### src/rtl/stack_controller_if.sv
// rtl/stack_controller_if.sv - operation, SP mirror and memory port bundle for stack_controller
//
// master: CPU/memory side (drives op requests and memory responses)
// slave : stack_controller
//   op_valid/op_ready/op_code/push_data  operation request handshake
//   load_sp/load_sp_val                  direct SP load
//   pull_data/done/err                   operation result
//   sp/level                             stack pointer and occupancy
//   sp_wr/sp_wr_data                     SP mirror strobe to register_file
//   mem_req/mem_we/mem_addr/mem_wdata/mem_rdata/mem_ack  byte memory port
interface stack_controller_if;
    logic        op_valid;
    logic        op_ready;
    logic [1:0]  op_code;
    logic [15:0] push_data;
    logic        load_sp;
    logic [7:0]  load_sp_val;
    logic [15:0] pull_data;
    logic        done;
    logic        err;
    logic [7:0]  sp;
    logic [8:0]  level;
    logic        sp_wr;
    logic [7:0]  sp_wr_data;
    logic        mem_req;
    logic        mem_we;
    logic [15:0] mem_addr;
    logic [7:0]  mem_wdata;
    logic [7:0]  mem_rdata;
    logic        mem_ack;

    modport master (
        output op_valid, op_code, push_data, load_sp, load_sp_val, mem_rdata, mem_ack,
        input  op_ready, pull_data, done, err, sp, level, sp_wr, sp_wr_data,
               mem_req, mem_we, mem_addr, mem_wdata
    );

    modport slave (
        input  op_valid, op_code, push_data, load_sp, load_sp_val, mem_rdata, mem_ack,
        output op_ready, pull_data, done, err, sp, level, sp_wr, sp_wr_data,
               mem_req, mem_we, mem_addr, mem_wdata
    );
endinterface

### src/rtl/stack_controller.sv
// rtl/stack_controller.sv - byte-serial 8/16-bit push/pull sequencer owning the CPU stack pointer
//
// Ports:
//   clk    clock
//   reset  asynchronous, active-high reset
//   bus    stack_controller_if.slave: op request, SP load, results, SP mirror, memory port
//
// The stack lives in page STACK_PAGE and grows downward. Push writes at sp then
// decrements; pull increments then reads. level counts bytes held (0..256) and is
// what keeps every access inside the page.
module stack_controller #(
    parameter logic [7:0] STACK_PAGE = 8'h01,
    parameter logic [7:0] SP_RESET   = 8'hFF
) (
    input  logic               clk,
    input  logic               reset,
    stack_controller_if.slave  bus
);

    localparam logic [2:0] S_IDLE    = 3'd0;
    localparam logic [2:0] S_PUSH_HI = 3'd1;
    localparam logic [2:0] S_PUSH_LO = 3'd2;
    localparam logic [2:0] S_PULL_LO = 3'd3;
    localparam logic [2:0] S_PULL_HI = 3'd4;
    localparam logic [2:0] S_FINISH  = 3'd5;

    localparam logic [1:0] OP_PUSH8  = 2'b00;
    localparam logic [1:0] OP_PULL8  = 2'b01;
    localparam logic [1:0] OP_PUSH16 = 2'b10;

    logic [2:0]  state;
    logic [7:0]  sp;
    logic [8:0]  level;
    logic        is16;
    logic [7:0]  hold_byte;   // low push byte waiting its turn, or first pulled byte
    logic [15:0] pull_data;
    logic        done;
    logic        err;
    logic        sp_wr;
    logic [7:0]  sp_wr_data;
    logic        mem_req;
    logic        mem_we;
    logic [15:0] mem_addr;
    logic [7:0]  mem_wdata;

    logic        accept;
    logic        ack;
    logic        bound_err;
    logic [7:0]  sp_dec;
    logic [7:0]  sp_inc;
    logic [7:0]  sp_inc2;

    assign bus.op_ready   = (state == S_IDLE) && !bus.load_sp && !reset;
    assign bus.pull_data  = pull_data;
    assign bus.done       = done;
    assign bus.err        = err;
    assign bus.sp         = sp;
    assign bus.level      = level;
    assign bus.sp_wr      = sp_wr;
    assign bus.sp_wr_data = sp_wr_data;
    assign bus.mem_req    = mem_req;
    assign bus.mem_we     = mem_we;
    assign bus.mem_addr   = mem_addr;
    assign bus.mem_wdata  = mem_wdata;

    assign accept  = bus.op_valid && bus.op_ready;
    // mem_req is only raised in the four memory states, so an ack seen
    // in IDLE or FINISH never qualifies.
    assign ack     = mem_req && bus.mem_ack;
    assign sp_dec  = sp - 8'd1;
    assign sp_inc  = sp + 8'd1;
    assign sp_inc2 = sp + 8'd2;

    always_comb begin
        bound_err = 1'b0;
        case (bus.op_code)
            OP_PUSH8:  bound_err = (level == 9'd256);
            OP_PULL8:  bound_err = (level == 9'd0);
            OP_PUSH16: bound_err = (level > 9'd254);
            default:   bound_err = (level < 9'd2);
        endcase
    end

    always_ff @(posedge clk or posedge reset) begin
        if (reset) begin
            state      <= S_IDLE;
            sp         <= SP_RESET;
            level      <= 9'd0;
            is16       <= 1'b0;
            hold_byte  <= 8'h00;
            pull_data  <= 16'h0000;
            done       <= 1'b0;
            err        <= 1'b0;
            sp_wr      <= 1'b0;
            sp_wr_data <= SP_RESET;
            mem_req    <= 1'b0;
            mem_we     <= 1'b0;
            mem_addr   <= 16'h0000;
            mem_wdata  <= 8'h00;
        end else begin
            done  <= 1'b0;
            err   <= 1'b0;
            sp_wr <= 1'b0;
            case (state)
                S_IDLE: begin
                    if (bus.load_sp) begin
                        sp         <= bus.load_sp_val;
                        level      <= {1'b0, SP_RESET - bus.load_sp_val};
                        sp_wr      <= 1'b1;
                        sp_wr_data <= bus.load_sp_val;
                    end else if (accept) begin
                        is16      <= bus.op_code[1];
                        hold_byte <= bus.push_data[7:0];
                        if (bound_err) begin
                            state <= S_FINISH;
                            done  <= 1'b1;
                            err   <= 1'b1;
                        end else begin
                            mem_req <= 1'b1;
                            case (bus.op_code)
                                OP_PUSH8: begin
                                    state     <= S_PUSH_LO;
                                    mem_we    <= 1'b1;
                                    mem_addr  <= {STACK_PAGE, sp};
                                    mem_wdata <= bus.push_data[7:0];
                                end
                                OP_PUSH16: begin
                                    state     <= S_PUSH_HI;
                                    mem_we    <= 1'b1;
                                    mem_addr  <= {STACK_PAGE, sp};
                                    mem_wdata <= bus.push_data[15:8];
                                end
                                default: begin
                                    state    <= S_PULL_LO;
                                    mem_we   <= 1'b0;
                                    mem_addr <= {STACK_PAGE, sp_inc};
                                end
                            endcase
                        end
                    end
                end
                S_PUSH_HI: begin
                    if (ack) begin
                        state     <= S_PUSH_LO;
                        sp        <= sp_dec;
                        level     <= level + 9'd1;
                        mem_addr  <= {STACK_PAGE, sp_dec};
                        mem_wdata <= hold_byte;
                    end
                end
                S_PUSH_LO: begin
                    if (ack) begin
                        state      <= S_FINISH;
                        sp         <= sp_dec;
                        level      <= level + 9'd1;
                        mem_req    <= 1'b0;
                        mem_we     <= 1'b0;
                        done       <= 1'b1;
                        sp_wr      <= 1'b1;
                        sp_wr_data <= sp_dec;
                    end
                end
                S_PULL_LO: begin
                    if (ack) begin
                        sp    <= sp_inc;
                        level <= level - 9'd1;
                        if (is16) begin
                            state     <= S_PULL_HI;
                            hold_byte <= bus.mem_rdata;
                            mem_addr  <= {STACK_PAGE, sp_inc2};
                        end else begin
                            state      <= S_FINISH;
                            pull_data  <= {8'h00, bus.mem_rdata};
                            mem_req    <= 1'b0;
                            done       <= 1'b1;
                            sp_wr      <= 1'b1;
                            sp_wr_data <= sp_inc;
                        end
                    end
                end
                S_PULL_HI: begin
                    if (ack) begin
                        state      <= S_FINISH;
                        sp         <= sp_inc;
                        level      <= level - 9'd1;
                        pull_data  <= {bus.mem_rdata, hold_byte};
                        mem_req    <= 1'b0;
                        done       <= 1'b1;
                        sp_wr      <= 1'b1;
                        sp_wr_data <= sp_inc;
                    end
                end
                S_FINISH: state <= S_IDLE;
                default:  state <= S_IDLE;
            endcase
        end
    end

endmodule
### src/flat_wrapper.sv
// flat-port wrapper written by rule: the top's interface ports become plain ports
module stack_controller_flat 
#(
    parameter logic [7:0] STACK_PAGE = 8'h01,
    parameter logic [7:0] SP_RESET   = 8'hFF
)
  (clk, reset, bus_op_valid, bus_op_code, bus_push_data, bus_load_sp, bus_load_sp_val, bus_mem_rdata, bus_mem_ack, bus_op_ready, bus_pull_data, bus_done, bus_err, bus_sp, bus_level, bus_sp_wr, bus_sp_wr_data, bus_mem_req, bus_mem_we, bus_mem_addr, bus_mem_wdata);
  stack_controller_if bus_i ();
  input  logic clk;
  input  logic reset;
  input wire logic [$bits(bus_i.op_valid)-1:0] bus_op_valid;
  input wire logic [$bits(bus_i.op_code)-1:0] bus_op_code;
  input wire logic [$bits(bus_i.push_data)-1:0] bus_push_data;
  input wire logic [$bits(bus_i.load_sp)-1:0] bus_load_sp;
  input wire logic [$bits(bus_i.load_sp_val)-1:0] bus_load_sp_val;
  input wire logic [$bits(bus_i.mem_rdata)-1:0] bus_mem_rdata;
  input wire logic [$bits(bus_i.mem_ack)-1:0] bus_mem_ack;
  output wire logic [$bits(bus_i.op_ready)-1:0] bus_op_ready;
  output wire logic [$bits(bus_i.pull_data)-1:0] bus_pull_data;
  output wire logic [$bits(bus_i.done)-1:0] bus_done;
  output wire logic [$bits(bus_i.err)-1:0] bus_err;
  output wire logic [$bits(bus_i.sp)-1:0] bus_sp;
  output wire logic [$bits(bus_i.level)-1:0] bus_level;
  output wire logic [$bits(bus_i.sp_wr)-1:0] bus_sp_wr;
  output wire logic [$bits(bus_i.sp_wr_data)-1:0] bus_sp_wr_data;
  output wire logic [$bits(bus_i.mem_req)-1:0] bus_mem_req;
  output wire logic [$bits(bus_i.mem_we)-1:0] bus_mem_we;
  output wire logic [$bits(bus_i.mem_addr)-1:0] bus_mem_addr;
  output wire logic [$bits(bus_i.mem_wdata)-1:0] bus_mem_wdata;
  assign bus_i.op_valid = bus_op_valid;
  assign bus_i.op_code = bus_op_code;
  assign bus_i.push_data = bus_push_data;
  assign bus_i.load_sp = bus_load_sp;
  assign bus_i.load_sp_val = bus_load_sp_val;
  assign bus_i.mem_rdata = bus_mem_rdata;
  assign bus_i.mem_ack = bus_mem_ack;
  assign bus_op_ready = bus_i.op_ready;
  assign bus_pull_data = bus_i.pull_data;
  assign bus_done = bus_i.done;
  assign bus_err = bus_i.err;
  assign bus_sp = bus_i.sp;
  assign bus_level = bus_i.level;
  assign bus_sp_wr = bus_i.sp_wr;
  assign bus_sp_wr_data = bus_i.sp_wr_data;
  assign bus_mem_req = bus_i.mem_req;
  assign bus_mem_we = bus_i.mem_we;
  assign bus_mem_addr = bus_i.mem_addr;
  assign bus_mem_wdata = bus_i.mem_wdata;
  stack_controller #(.STACK_PAGE(STACK_PAGE), .SP_RESET(SP_RESET)) u_core (.clk(clk), .reset(reset), .bus(bus_i));
endmodule
### config.mk
export PLATFORM = sky130hd
export DESIGN_NAME = stack_controller_flat
export DESIGN_NICKNAME = d
export VERILOG_FILES = /design/src/rtl/stack_controller_if.sv /design/src/rtl/stack_controller.sv /design/src/flat_wrapper.sv
export SDC_FILE = /design/constraint.sdc
export NUM_CORES = 1
export LEC_CHECK = 0
export BUFFER_PORTS_ARGS = -buffer_cell sky130_fd_sc_hd__buf_4
export CAP_MARGIN = 0
export CORE_AREA = 5 5 99 101
export CTS_CLUSTER_SIZE = 8
export DETAILED_ROUTE_END_ITERATION = 16
export DIE_AREA = 0 0 104 106
export PLACE_DENSITY = 0.8
export SYNTH_ARGS = -nofsm -noshare
export SYNTH_HDL_FRONTEND = slang
export SYNTH_SLANG_ARGS = --single-unit
### constraint.sdc
create_clock -name clk -period 3.95 [get_ports clk]
set_input_delay 1.185 -clock clk [delete_from_list [all_inputs] [get_ports clk]]
set_output_delay 1.185 -clock clk [all_outputs]
set_load 0.02 [all_outputs]
* Word-level counts from Yosys, hierarchy flattened
Cells that the tools add are included.
** Operators by class
- Add/subtract/negate cells :: 6
- Magnitude comparators :: 2
- Equal/unequal tests :: 21
- Mux-type cells :: 66
- Bitwise operators :: 1
- Reductions and logical operators :: 31
** Operators with widths (number)
- $mux 16 :: 9
- $mux 8 :: 14
- $pmux 16 s3 :: 1
- $pmux 8 s2 :: 3
- $pmux 16 s2 :: 1
- $pmux 8 s4 :: 1
- $mux 9 :: 3
- $pmux 9 s3 :: 1
- $pmux 8 s3 :: 1
- $mux 1 :: 19
- $mux 3 :: 6
- $ne 2x1->1 const B :: 9
- $reduce_and 5->1 :: 3
- $reduce_and 7->1 :: 2
- $pmux 1 s3 :: 4
- $pmux 3 s4 :: 1
- $reduce_and 6->1 :: 2
- $add 9x1->9 const B :: 1
- $eq 9x9->1 const B :: 1
- $gt 9x8->1 const B :: 1
- $logic_not 9->1 :: 1
- $lt 9x2->1 const B :: 1
- $reduce_bool 3->1 :: 3
- $sub 9x1->9 const B :: 1
- other kinds (23) :: 38
** Word-level totals
- Register bits after elaboration :: 82
- Bits of input ports :: 39
- Output and inout port bits :: 71

* Longest topological paths before layout
Gate-level depths: netlist of the first run.
- Depth in word-level cells :: 7
- Depth in mapped cells :: 11
- Depth with buffers taken out :: 10

* Least setup slack after synthesis of the first run
No wires, ideal clock.
- Path kind :: flip-flop to flip-flop
- From :: register u_core.state[0]
- To :: register u_core.level[7], in the netlist u_core.bus.level[7]
- Setup time :: 0.126 ns
- Arrival time :: 2.823 ns
- Slack :: 1.001 ns
- Cell stages (with the launch flop) :: 11
- Period minus slack after synthesis :: 2.949 ns
- Cells stage by stage :: dfrtp_1 > nor3b_1 > nor2_4 > clkinv_1 > ha_1 > a211oi_1 > o21ai_0 > a21oi_1 > mux2i_1 > o21ai_0 > a221o_1
** On the way
- Longest elaborated chain between the ends :: 4
- Elaborated cells between the ends (all ways) :: 13
** RTL lines
- start, declared :: RTL line stack_controller.sv:31 : logic [2:0] state;
- start signal, assigned :: RTL line stack_controller.sv:86 : state <= S_IDLE;
- start signal, assigned :: RTL line stack_controller.sv:115 : state <= S_FINISH;
- start signal, assigned :: RTL line stack_controller.sv:122 : state <= S_PUSH_LO;
- $eq 3x2->1, or another cell as far along :: RTL line stack_controller.sv:104 : case (state)
- $reduce_or 2->1 (no line)
- $ne 2x1->1 (no line) / $reduce_bool 3->1 (equally long branches)
- $reduce_and 4->1 (no line)
- end signal, assigned :: RTL line stack_controller.sv:108 : level <= {1'b0, SP_RESET - bus.load_sp_val};
- end signal, assigned :: RTL line stack_controller.sv:146 : level <= level + 9'd1;
- end signal, assigned :: RTL line stack_controller.sv:155 : level <= level + 9'd1;
- end, declared :: RTL line stack_controller.sv:33 : logic [8:0] level;
Parallel ways exist; a longest one is shown, timed or not.
A chain may end at the register's enable or synchronous reset.

* Final worst setup path of the first run
- From :: register u_core.state[0]
- To :: register u_core.level[8], in the netlist u_core.bus.level[8]
Same word-level chain as after synthesis.

==> results of run 1 <==
-- worst max-delay path by stage --
stage                                      from                              end  slack (ns)
detailed placement  u_core.state[0]$_DFFE_PP0P_  u_core.bus.level[8]$_DFFE_PP0P_        0.53
floorplan                                 reset        u_core.bus.done$_DFF_PP0_        0.88
finish              u_core.state[0]$_DFFE_PP0P_  u_core.bus.level[8]$_DFFE_PP0P_        0.46
global route        u_core.state[0]$_DFFE_PP0P_  u_core.bus.level[8]$_DFFE_PP0P_        0.27
global placement    u_core.state[0]$_DFFE_PP0P_  u_core.bus.level[8]$_DFFE_PP0P_        0.71
CTS                 u_core.state[0]$_DFFE_PP0P_  u_core.bus.level[8]$_DFFE_PP0P_        0.52
-- Yosys cell counts (all sizes together) (3+ instances only) --
cell type	instances	area share
a211oi	4	0.0063
a21o	4	0.0063
a21oi	38	0.042
a221o	5	0.011
a221oi	5	0.0092
a22o	9	0.017
a22oi	5	0.0079
a31oi	11	0.018
and2	3	0.0039
and3	5	0.0066
buf	17	0.021
clkbuf	20	0.016
dfrtp	59	0.31
dfstp	16	0.088
ha	12	0.032
inv	6	0.0047
mux2	10	0.030
mux2i	31	0.065
nand2	61	0.048
nand2b	3	0.0039
nand3	9	0.0095
nand4	3	0.0039
nor2	57	0.047
nor3	7	0.0097
nor3b	4	0.0063
o211ai	3	0.0047
o21a	3	0.0047
o21ai	52	0.055
o22ai	13	0.018
or2	3	0.0039
or3	3	0.0050
or3b	3	0.0055
xnor2	12	0.022
xor2	8	0.015
-- state kept, by name (all words and copies together), names as in the netlist --
signal / cells
u_core.bus.done: 1
u_core.bus.sp_wr: 1
u_core.bus.err: 1
u_core.bus.mem_req: 1
u_core.bus.sp_wr_data: 8
u_core.state: 3
u_core.bus.level: 9
u_core.bus.mem_addr: 9
u_core.bus.sp: 8
u_core.bus.mem_we: 1
u_core.is16: 1
u_core.hold_byte: 8
u_core.bus.pull_data: 16
u_core.bus.mem_wdata: 8
-- stage by stage --
step	setup WS, ns	power (mW)	std cells
finish	0.461	5.30	737
global placement	0.707	4.56	721
global route	0.271	5.67	737
floorplan	0.882	3.68	533
detailed placement	0.535	4.69	721
CTS	0.518	5.27	737
-- routing by layer --
layer / vias up / part of all wire
met5: - / 0
met4: 0 / 0.018
met3: 37 / 0.073
met2: 239 / 0.47
met1: 2170 / 0.44
li1: 2085 / -
-- cells in the final DEF (no fill, tap or decap), drive strengths merged, types with 4 or more instances in the layout --
master,n
a211oi,4
a221o,5
buf,114
dfstp,16
ha,12
nor2,57
nor3b,4
o21ai,52
conb,7
xor2,8
mux2,10
xnor2,12
a31oi,11
nand2,61
and3,5
a21o,4
nand3,9
inv,10
clkbuf,9
a22o,9
mux2i,31
dfrtp,59
a21oi,38
nor3,7
a221oi,5
o22ai,13
a22oi,5
-- report_power, final --
part | total (mW) | internal [mW] | switching, mW
Combinational | 3.23 | 1.36 | 1.87
Sequential | 1.51 | 1.14 | 0.371
Clock | 0.568 | 0.238 | 0.330
Total | 5.30 | 2.73 | 2.57
-- cells by family after synthesis --
logic type,count (synthesis)
adder cells (fa/ha/maj),13
buffers and inverters,44
XOR/XNOR,20
flip-flops,75
AND/OR/NAND/NOR,167
multiplexers,41
AO/OA/AOI/OAI,166
other,1
-- area by class of cell --
class	count	area, um^2
clock buffer	9	124
tap	111	139
sequential	75	1900
fill	762	3140
multi-input combinational	414	2680
inverter	7	26.3
timing repair buffer	114	868
clock inverter	7	57.6
==> flow_summary_export.csv, run 1 <==
group,metric,value,unit
hold_path,hold_path_end,"u_core.bus.mem_addr[8]$_DFFE_PP0P_",
global_routing,grt_usage,0.243,
logic_synthesis,synth_fa_ha_area_frac,0.0358,
timing,drv_slew,0,
timing,tns,0,ns
global_routing,grt_busiest_layer,"met2",
worst_setup_path,crit_fanout,14,
cts,htreeDepth,3,
worst_setup_path,end_kind,"register",
global_routing,grt_max_degree,40,
hold_path,hp-start,"u_core.bus.mem_addr[8]$_DFFE_PP0P_",
worst_setup_path,crit_path_start_kind,"register",
timing,slew_headroom,0.360,
placed_design,dpl_cell_area,0.00561,mm^2
cells_and_area,insertedDiodeCount,0,
route,vias,4531,
floorplan,fp.coreArea,0.00893,mm^2
worst_setup_path,path_delay_family,"compound AO/OA/AOI/OAI gates",
cts,cts_buffers,9,
power,ir_drop,713,uV
placed_design,hpwlAfterDp,10100,um
timing,max_slew.worst_pin.slew,0.961,ns
floorplan,die_area,0.0110,mm^2
floorplan,io_pins,110,
route,vias_per_cell,6.15,
timing,holdWs,0.483,ns
logic_synthesis,syn_inst,527,
cells_and_area,stdcell_area,0.00579,mm^2
hold_path,hold_depth,1,
global_routing,use_met1,0.345,
logic_synthesis,synth_edf_count,0,
cells_and_area,postLayoutCoreUtil,0.648,
global_routing,use_met2,0.386,
logic_synthesis,muxShareOfSynthArea,0.0953,
global_routing,grt_pass1_wl,22200,um
logic_synthesis,synthArstFlopShare,1.00,
timing,setup_violations,0,
worst_setup_path,crit_type,"register to register",
cts,postCtsSetupBuffers,0,
logic_synthesis,synth_top_family_by_area,"compound AO/OA/AOI/OAI gates",
logic_synthesis,ys_types,64,
floorplan,fp-row-count,35,
logic_synthesis,synth_xor_xnor_area_share,0.0368,
timing,fin_crit,3.49,ns
route,dr.pass1.iters,7,
hold_path,hold_path.class,"register to register",
route,wl_per_cell,18.6,um
worst_setup_path,crit_path_cell_trace,"nor3b_1 > buf_4 > nor2_4 > clkinv_1 > fa_1 > a21oi_1 > o211ai_1 > o41ai_1 > xnor2_1 > and3_1 > a211o_1",
floorplan,dieHeight,106,um
placed_design,routabilityCongestion,0.912,
logic_synthesis,synth.yosys.seq_area_share,0.399,
cells_and_area,drive_gt1_frac,0.275,
floorplan,initial_core_util,0.532,
floorplan,die_w,104,um
timing,rsz0062_at_grt,"no",
placed_design,port_buffers,102,
cells_and_area,nNetsFinal,673,
logic_synthesis,synth_compound_area_frac,0.226,
worst_setup_path,path_buf_inv,2,
worst_setup_path,arrival,3.74,ns
worst_setup_path,max_stage_delay,0.57,ns
power,p_per_area,915,mW/mm^2
worst_setup_path,r2r_cells,11,
global_routing,grtUsageMet3,0.0425,
cells_and_area,area_growth,21.8,%
worst_setup_path,slowest_stage,"fa_1",
cts,cts_tree,"done",
cts,cts_hold_buf,0,
logic_synthesis,ys.warnings.count,0,
global_routing,grt_antenna_before_repair,0,
logic_synthesis,synthSimpleGateAreaFrac,0.164,
cts,cts.sinks,75,
cts,cts_max_path_buffers,2,
logic_synthesis,ys.flop_type,"dfrtp_1",
cts,cts-root-buf,"clkbuf_8",
logic_synthesis,netlist_area,0.00475,mm^2
status,status,"finished clean",
route,drt_wl_total,13700,um
cts,post_cts_resize_count,0,
logic_synthesis,ys_ff_latch,75,
worst_setup_path,rr_startpoint,"u_core.state[0]$_DFFE_PP0P_",
timing,fmax,287,MHz
timing,hold_violations,0,
job,drv_cap,0,
global_routing,grt_overflow,0,
timing,post-route-period-util,0.883,
timing,clock_skew,0.0186,ns
worst_setup_path,reg2reg_slack,0.46,ns
worst_setup_path,r2r-end,"u_core.bus.level[8]$_DFFE_PP0P_",
worst_setup_path,cp_num_cells,11,
logic_synthesis,post_synth.cell_area_avg,9.02,um^2
route,drt_iter0_drc,441,
cts,clkTransAtPathRegs,0.09,ns
cts,clkLatencyLatePin,0.36,ns
power,p_leak,2.71,nW
global_routing,grt_pass1_vias,4325,
route,drc,0,
worst_setup_path,worstPathRequired,4.20,ns
route,drtAntennaViolNets,0,
(Power assumes the default switching activity.)
==> run 2: changes to the inputs <==
==> constraint.sdc (replaced) <==
create_clock -name clk -period 3.9 [get_ports clk]
set_input_delay 1.17 -clock clk [delete_from_list [all_inputs] [get_ports clk]]
set_output_delay 1.17 -clock clk [all_outputs]
set_load 0.02 [all_outputs]
==> run 2 against run 1 <==
Net effect: final cell count unchanged; total power up 2.7%; critical path depth unchanged; non-clock buffer count up 1; utilization up 0.46 points; sequential share of layout area down 0.23 points; first-iteration DRC count down 2.9%; fmax up 1.6%; hold slack worse by 0.0037 ns; clock skew up 0.00081 ns; wire length down 1.6%; global-route usage down 0.078 points.
==> flow_summary_export.csv, run 2 (same netlist as run 1, synthesis figures left out) <==
group,metric,value,unit
worst_setup_path,r2r_cells,11,
floorplan,dieHeight,106,um
floorplan,die_area,0.0110,mm^2
placed_design,pre_cts_slack,0.553,ns
worst_setup_path,path_delay_family,"compound AO/OA/AOI/OAI gates",
cells_and_area,area_growth,22.7,%
floorplan,fp-row-count,35,
hold_path,hold_depth,1,
timing,rsz0062_at_grt,"no",
floorplan,io_pins,110,
cells_and_area,insertedDiodeCount,0,
cells_and_area,final_cell_mix,"buf_4, nand2_1, dfrtp_1, nor2_1, o21ai_0",
placed_design,port_buffers,102,
timing,holdWs,0.479,ns
cts,cts_tree,"done",
power,design_power_total,5.44,mW
hold_path,hold_path.class,"register to register",
worst_setup_path,crit_path_start_kind,"register",
timing,drv_slew,0,
worst_setup_path,end_kind,"register",
hold_path,hp-start,"u_core.bus.mem_addr[8]$_DFFE_PP0P_",
placed_design,hpwlAfterDp,10000,um
cts,postCtsSetupBuffers,0,
global_routing,grt_overflow,0,
cts,cts_max_path_buffers,2,
timing,final.setup.worst_slack,0.465,ns
timing,setup_violations,0,
cts,cts_hold_buf,0,
power,p_leak,2.73,nW
timing,post-route-period-util,0.881,
global_routing,grt_pass1_vias,4230,
global_routing,grt_pass1_wl,21900,um
route,dr.pass1.iters,5,
cells_and_area,reg.largest.list,"u_core.bus.pull_data x16, u_core.bus.level x9, u_core.bus.mem_addr x9",
power,ir_drop,666,uV
cts,cts-root-buf,"clkbuf_8",
cts,clkTransAtPathRegs,0.08,ns
worst_setup_path,crit_type,"register to register",
worst_setup_path,max_stage_delay,0.58,ns
power,p_per_area,933,mW/mm^2
route,drtAntennaViolNets,0,
worst_setup_path,reg2reg_slack,0.47,ns
route,drt_iter0_drc,428,
global_routing,grt_usage,0.243,
timing,tns,0,ns
timing,fmax,291,MHz
floorplan,fp.coreArea,0.00893,mm^2
worst_setup_path,worstSetupStartpoint,"u_core.state[0]$_DFFE_PP0P_",
timing,fin_crit,3.43,ns
route,drt_wl_total,13500,um
cts,cts.sinks,75,
worst_setup_path,path_buf_inv,2,
cells_and_area,largest_reg_flops,16,
timing,slew_headroom,0.406,
cts,cts_buffers,9,
worst_setup_path,arrival,3.68,ns
route,vias_per_cell,6.08,
worst_setup_path,crit_fanout,14,
cells_and_area,drive_gt1_frac,0.275,
cts,clkLatencyLatePin,0.36,ns
worst_setup_path,worstPathRequired,4.15,ns
cells_and_area,nNetsFinal,674,
job,drv_cap,0,
worst_setup_path,slowest_stage,"dfrtp_1",
hold_path,hold_path_end,"u_core.bus.mem_addr[8]$_DFFE_PP0P_",
cts,htreeDepth,3,
floorplan,initial_core_util,0.532,
route,wl_per_cell,18.3,um
cells_and_area,final_common_cell,"buf_4",
timing,hold_violations,0,
worst_setup_path,crit_path_cell_trace,"nor3b_1 > buf_4 > nor2_4 > clkinv_1 > fa_1 > a21oi_1 > o211ai_1 > o41ai_1 > xnor2_1 > and3_1 > a211o_1",
worst_setup_path,rr_startpoint,"u_core.state[0]$_DFFE_PP0P_",
cells_and_area,regMostFlops,"u_core.bus.pull_data",
route,vias,4482,
timing,max_slew.worst_pin.slew,0.885,ns
route,drc,0,
cts,post_cts_resize_count,0,
timing,clock_skew,0.0194,ns
placed_design,routabilityCongestion,0.916,
floorplan,die_w,104,um
global_routing,grt_max_degree,44,
global_routing,grt_antenna_before_repair,0,
status,status,"finished clean",
worst_setup_path,r2r-end,"u_core.bus.level[8]$_DFFE_PP0P_",
## run 2: power breakdown
| part | leakage (nW) | switching (mW) | internal [mW] |
|---|---|---|---|
| logic | 1.71 | 1.89 | 1.37 |
| clock network | 0.109 | 0.307 | 0.359 |
| registers | 0.917 | 0.370 | 1.15 |
## run 2: metrics by stage
stage	instance area, um^2	util	cells
finish	5830	0.653	737
CTS	5830	0.653	737
floorplan	4780	-	533
detailed placement	5620	0.629	722
global route	5830	0.653	737
global placement	5620	0.629	722
## run 2: worst max path at each step
stage	end	slack, ns	cells after the start
2_1_floorplan	u_core.bus.done$_DFF_PP0_	0.85	1
3_3_place_gp	u_core.bus.level[8]$_DFFE_PP0P_	0.64	11
3_5_place_dp	u_core.bus.level[8]$_DFFE_PP0P_	0.55	11
4_1_cts	u_core.bus.level[8]$_DFFE_PP0P_	0.51	11
5_1_grt	u_core.bus.level[7]$_DFFE_PP0P_	0.23	11
6_report	u_core.bus.level[8]$_DFFE_PP0P_	0.47	11
## run 2: layout make-up
| cell class | instances | area (um^2) |
|---|---|---|
| fillers | 727 | 3100 |
| multi-input cells | 414 | 2680 |
| inverters | 7 | 26.3 |
| repair buffers | 115 | 876 |
| well taps | 111 | 139 |
| clock buffers | 9 | 124 |
| clock inverters | 6 | 91.3 |
| flip-flops and latches | 75 | 1900 |
## run 2: per-layer routing
| layer | global-route usage | wire length, um |
|---|---|---|
| met5 | 0 | 0 |
| met2 | 0.375 | 6320 |
| met1 | 0.342 | 5840 |
| met3 | 0.0455 | 990 |
| met4 | 0.0860 | 312 |
## run 2: worst reg2reg max path, cell delays in order, from the launching register on
cell      delay [ns]
dfrtp_1         0.58
nor3b_1         0.13
buf_4           0.18
nor2_4          0.17
clkinv_1        0.40
fa_1            0.56
a21oi_1         0.21
o211ai_1        0.15
o41ai_1         0.38
xnor2_1         0.13
and3_1          0.19
a211o_1         0.25
==> run 3: changes to the inputs <==
--- a/config.mk
+++ b/config.mk
@@ -5,7 +5,7 @@
 export SDC_FILE = /design/constraint.sdc
 export NUM_CORES = 1
 export LEC_CHECK = 0
-export BUFFER_PORTS_ARGS = -buffer_cell sky130_fd_sc_hd__buf_4
+export BUFFER_PORTS_ARGS = -buffer_cell sky130_fd_sc_hd__buf_2
 export CAP_MARGIN = 0
 export CORE_AREA = 5 5 99 101
 export CTS_CLUSTER_SIZE = 8
==> run 3 against run 2 <==
Net effect: worst setup slack got worse by 0.052 ns; hold slack got worse by 0.0043 ns; critical endpoint unchanged; global-route usage decreased by 0.29 points.
==> flow_summary_export.csv, run 3 (same netlist as run 1, synthesis figures left out) <==
group,metric,value,unit
status,status,"finished clean",
timing,rsz0062_at_grt,"no",
global_routing,grt_antenna_before_repair,0,
worst_setup_path,end_kind,"register",
cells_and_area,drive_gt1_frac,0.275,
cts,cts_tree,"done",
cells_and_area,postLayoutCoreUtil,0.620,
cells_and_area,area_growth,16.5,%
cts,cts.sinks,75,
timing,holdWs,0.475,ns
route,drc,0,
hold_path,hold_path.class,"register to register",
timing,fmax,287,MHz
global_routing,grt_pass1_wl,21800,um
power,p_per_area,940,mW/mm^2
route,wl_per_cell,18.2,um
cts,clkLatencyLatePin,0.36,ns
cts,postCtsSetupBuffers,0,
global_routing,grt_overflow,0,
cts,post_cts_resize_count,0,
worst_setup_path,worstPathRequired,4.15,ns
worst_setup_path,max_stage_delay,0.57,ns
timing,post-route-period-util,0.894,
floorplan,die_w,104,um
power,design_power_total,5.20,mW
cells_and_area,nNetsFinal,673,
global_routing,grt_max_degree,46,
cells_and_area,final_common_cell,"buf_2",
cells_and_area,final_cell_mix,"buf_2, nand2_1, dfrtp_1, nor2_1, o21ai_0",
timing,drv_slew,0,
timing,max_slew.worst_pin.slew,0.895,ns
worst_setup_path,path_buf_inv,2,
cells_and_area,insertedDiodeCount,0,
route,drt_wl_total,13400,um
placed_design,hpwlAfterDp,9930,um
timing,fin_crit,3.49,ns
timing,clock_skew,0.0115,ns
floorplan,dieHeight,106,um
cells_and_area,reg.largest.list,"u_core.bus.pull_data x16, u_core.bus.level x9, u_core.bus.mem_addr x9",
timing,setup_violations,0,
cells_and_area,regMostFlops,"u_core.bus.pull_data",
worst_setup_path,path_delay_family,"compound AO/OA/AOI/OAI gates",
route,dr.pass1.iters,5,
cells_and_area,num-fill-cells,764,
worst_setup_path,arrival,3.73,ns
worst_setup_path,crit_path_cell_trace,"buf_4 > nor3b_1 > nor2_4 > clkinv_1 > fa_1 > a21oi_1 > o211ai_1 > o41ai_1 > xnor2_1 > and3_1 > a211o_1",
power,p_leak,2.64,nW
route,vias_per_cell,6.05,
cts,cts-root-buf,"clkbuf_8",
cts,cts_buffers,9,
global_routing,grt_usage,0.240,
cts,clkTransAtPathRegs,0.09,ns
route,drtAntennaViolNets,0,
global_routing,grt_pass1_vias,4282,
power,ir_drop,736,uV
floorplan,die_area,0.0110,mm^2
cts,cts_hold_buf,0,
placed_design,pre_cts_slack,0.534,ns
floorplan,initial_core_util,0.532,
timing,tns,0,ns
floorplan,fp-row-count,35,
worst_setup_path,crit_path_start_kind,"register",
worst_setup_path,crit_type,"register to register",
timing,final.setup.worst_slack,0.413,ns
cts,htreeDepth,3,
placed_design,port_buffers,102,
floorplan,io_pins,110,
floorplan,fp.coreArea,0.00893,mm^2
job,drv_cap,0,
worst_setup_path,crit_fanout,25,
timing,slew_headroom,0.399,
placed_design,routabilityCongestion,0.938,
route,vias,4460,
cts,cts_max_path_buffers,2,
cells_and_area,largest_reg_flops,16,
timing,hold_violations,0,
worst_setup_path,slowest_stage,"fa_1",
route,drt_iter0_drc,610,
==> run 3: cell count changes in the layout (fill, tap and decap cells not counted) <==
| cell | change |
|---|---|
| inv_8 | +2 |
| bufinv_16 | -2 |
| clkinv_4 | -3 |
| buf_4 | -103 |
| inv_6 | +2 |
| buf_2 | +102 |
| clkinvlp_4 | +2 |
==> run 3: where the power goes <==
| part | leakage (nW) | internal (mW) | switching (mW) |
|---|---|---|---|
| Sequential | 0.917 | 1.15 | 0.348 |
| Combinational | 1.64 | 1.22 | 1.91 |
| Clock | 0.0901 | 0.243 | 0.333 |
| Total | 2.64 | 2.62 | 2.59 |
==> run 3: worst register-to-register path, delay by kind of cell, from the launching register on <==
kind            cells  cell delay, ns
fa+ha+maj           1            0.57
simple gates        3            0.55
flops               1            0.35
compound gates      4            1.04
xor+xnor            1            0.15
buf+inv             2            0.71
==> run 3: path summary, 6_finish.rpt <==
kind,cells past startpoint,endpoint,slack (ns),start
worst min-delay path,1,u_core.bus.mem_addr[8]$_DFFE_PP0P_,0.47,u_core.bus.mem_addr[8]$_DFFE_PP0P_
worst max-delay path,11,u_core.bus.level[8]$_DFFE_PP0P_,0.41,u_core.state[1]$_DFFE_PP0P_
max in group asynchronous,3,u_core.bus.mem_addr[8]$_DFFE_PP0P_,2.30,reset
min in group asynchronous,2,u_core.bus.level[4]$_DFFE_PP0P_,0.92,reset
worst max register to register,11,u_core.bus.level[8]$_DFFE_PP0P_,0.41,u_core.state[1]$_DFFE_PP0P_
worst min register to register,1,u_core.bus.mem_addr[8]$_DFFE_PP0P_,0.47,u_core.bus.mem_addr[8]$_DFFE_PP0P_
==> run 3: final cells by class <==
| class | instances | area (um^2) | area share |
|---|---|---|---|
| Clock buffer | 9 | 124 | 0.0224 |
| Clock inverter | 7 | 60.1 | 0.0108 |
| Inverter | 7 | 26.3 | 0.00474 |
| Multi-Input combinational cell | 414 | 2680 | 0.484 |
| Sequential cell | 75 | 1900 | 0.342 |
| Tap cell | 111 | 139 | 0.0251 |
| Timing Repair Buffer | 114 | 613 | 0.111 |
==> run 3: layer usage <==
metal  vias up  share of wire  GRT usage
met5         -              0          0
met4         0          0.023     0.0759
met3        28          0.077     0.0498
met2       222           0.47      0.380
met1      2110           0.43      0.331
li1       2100              -          -
==> run 3: metrics by stage <==
stage,std cells,area (um^2)
after global placement,721,5360
final,737,5540
after CTS,737,5540
after detailed placement,721,5360
after floorplan,533,4780
after global routing,737,5540
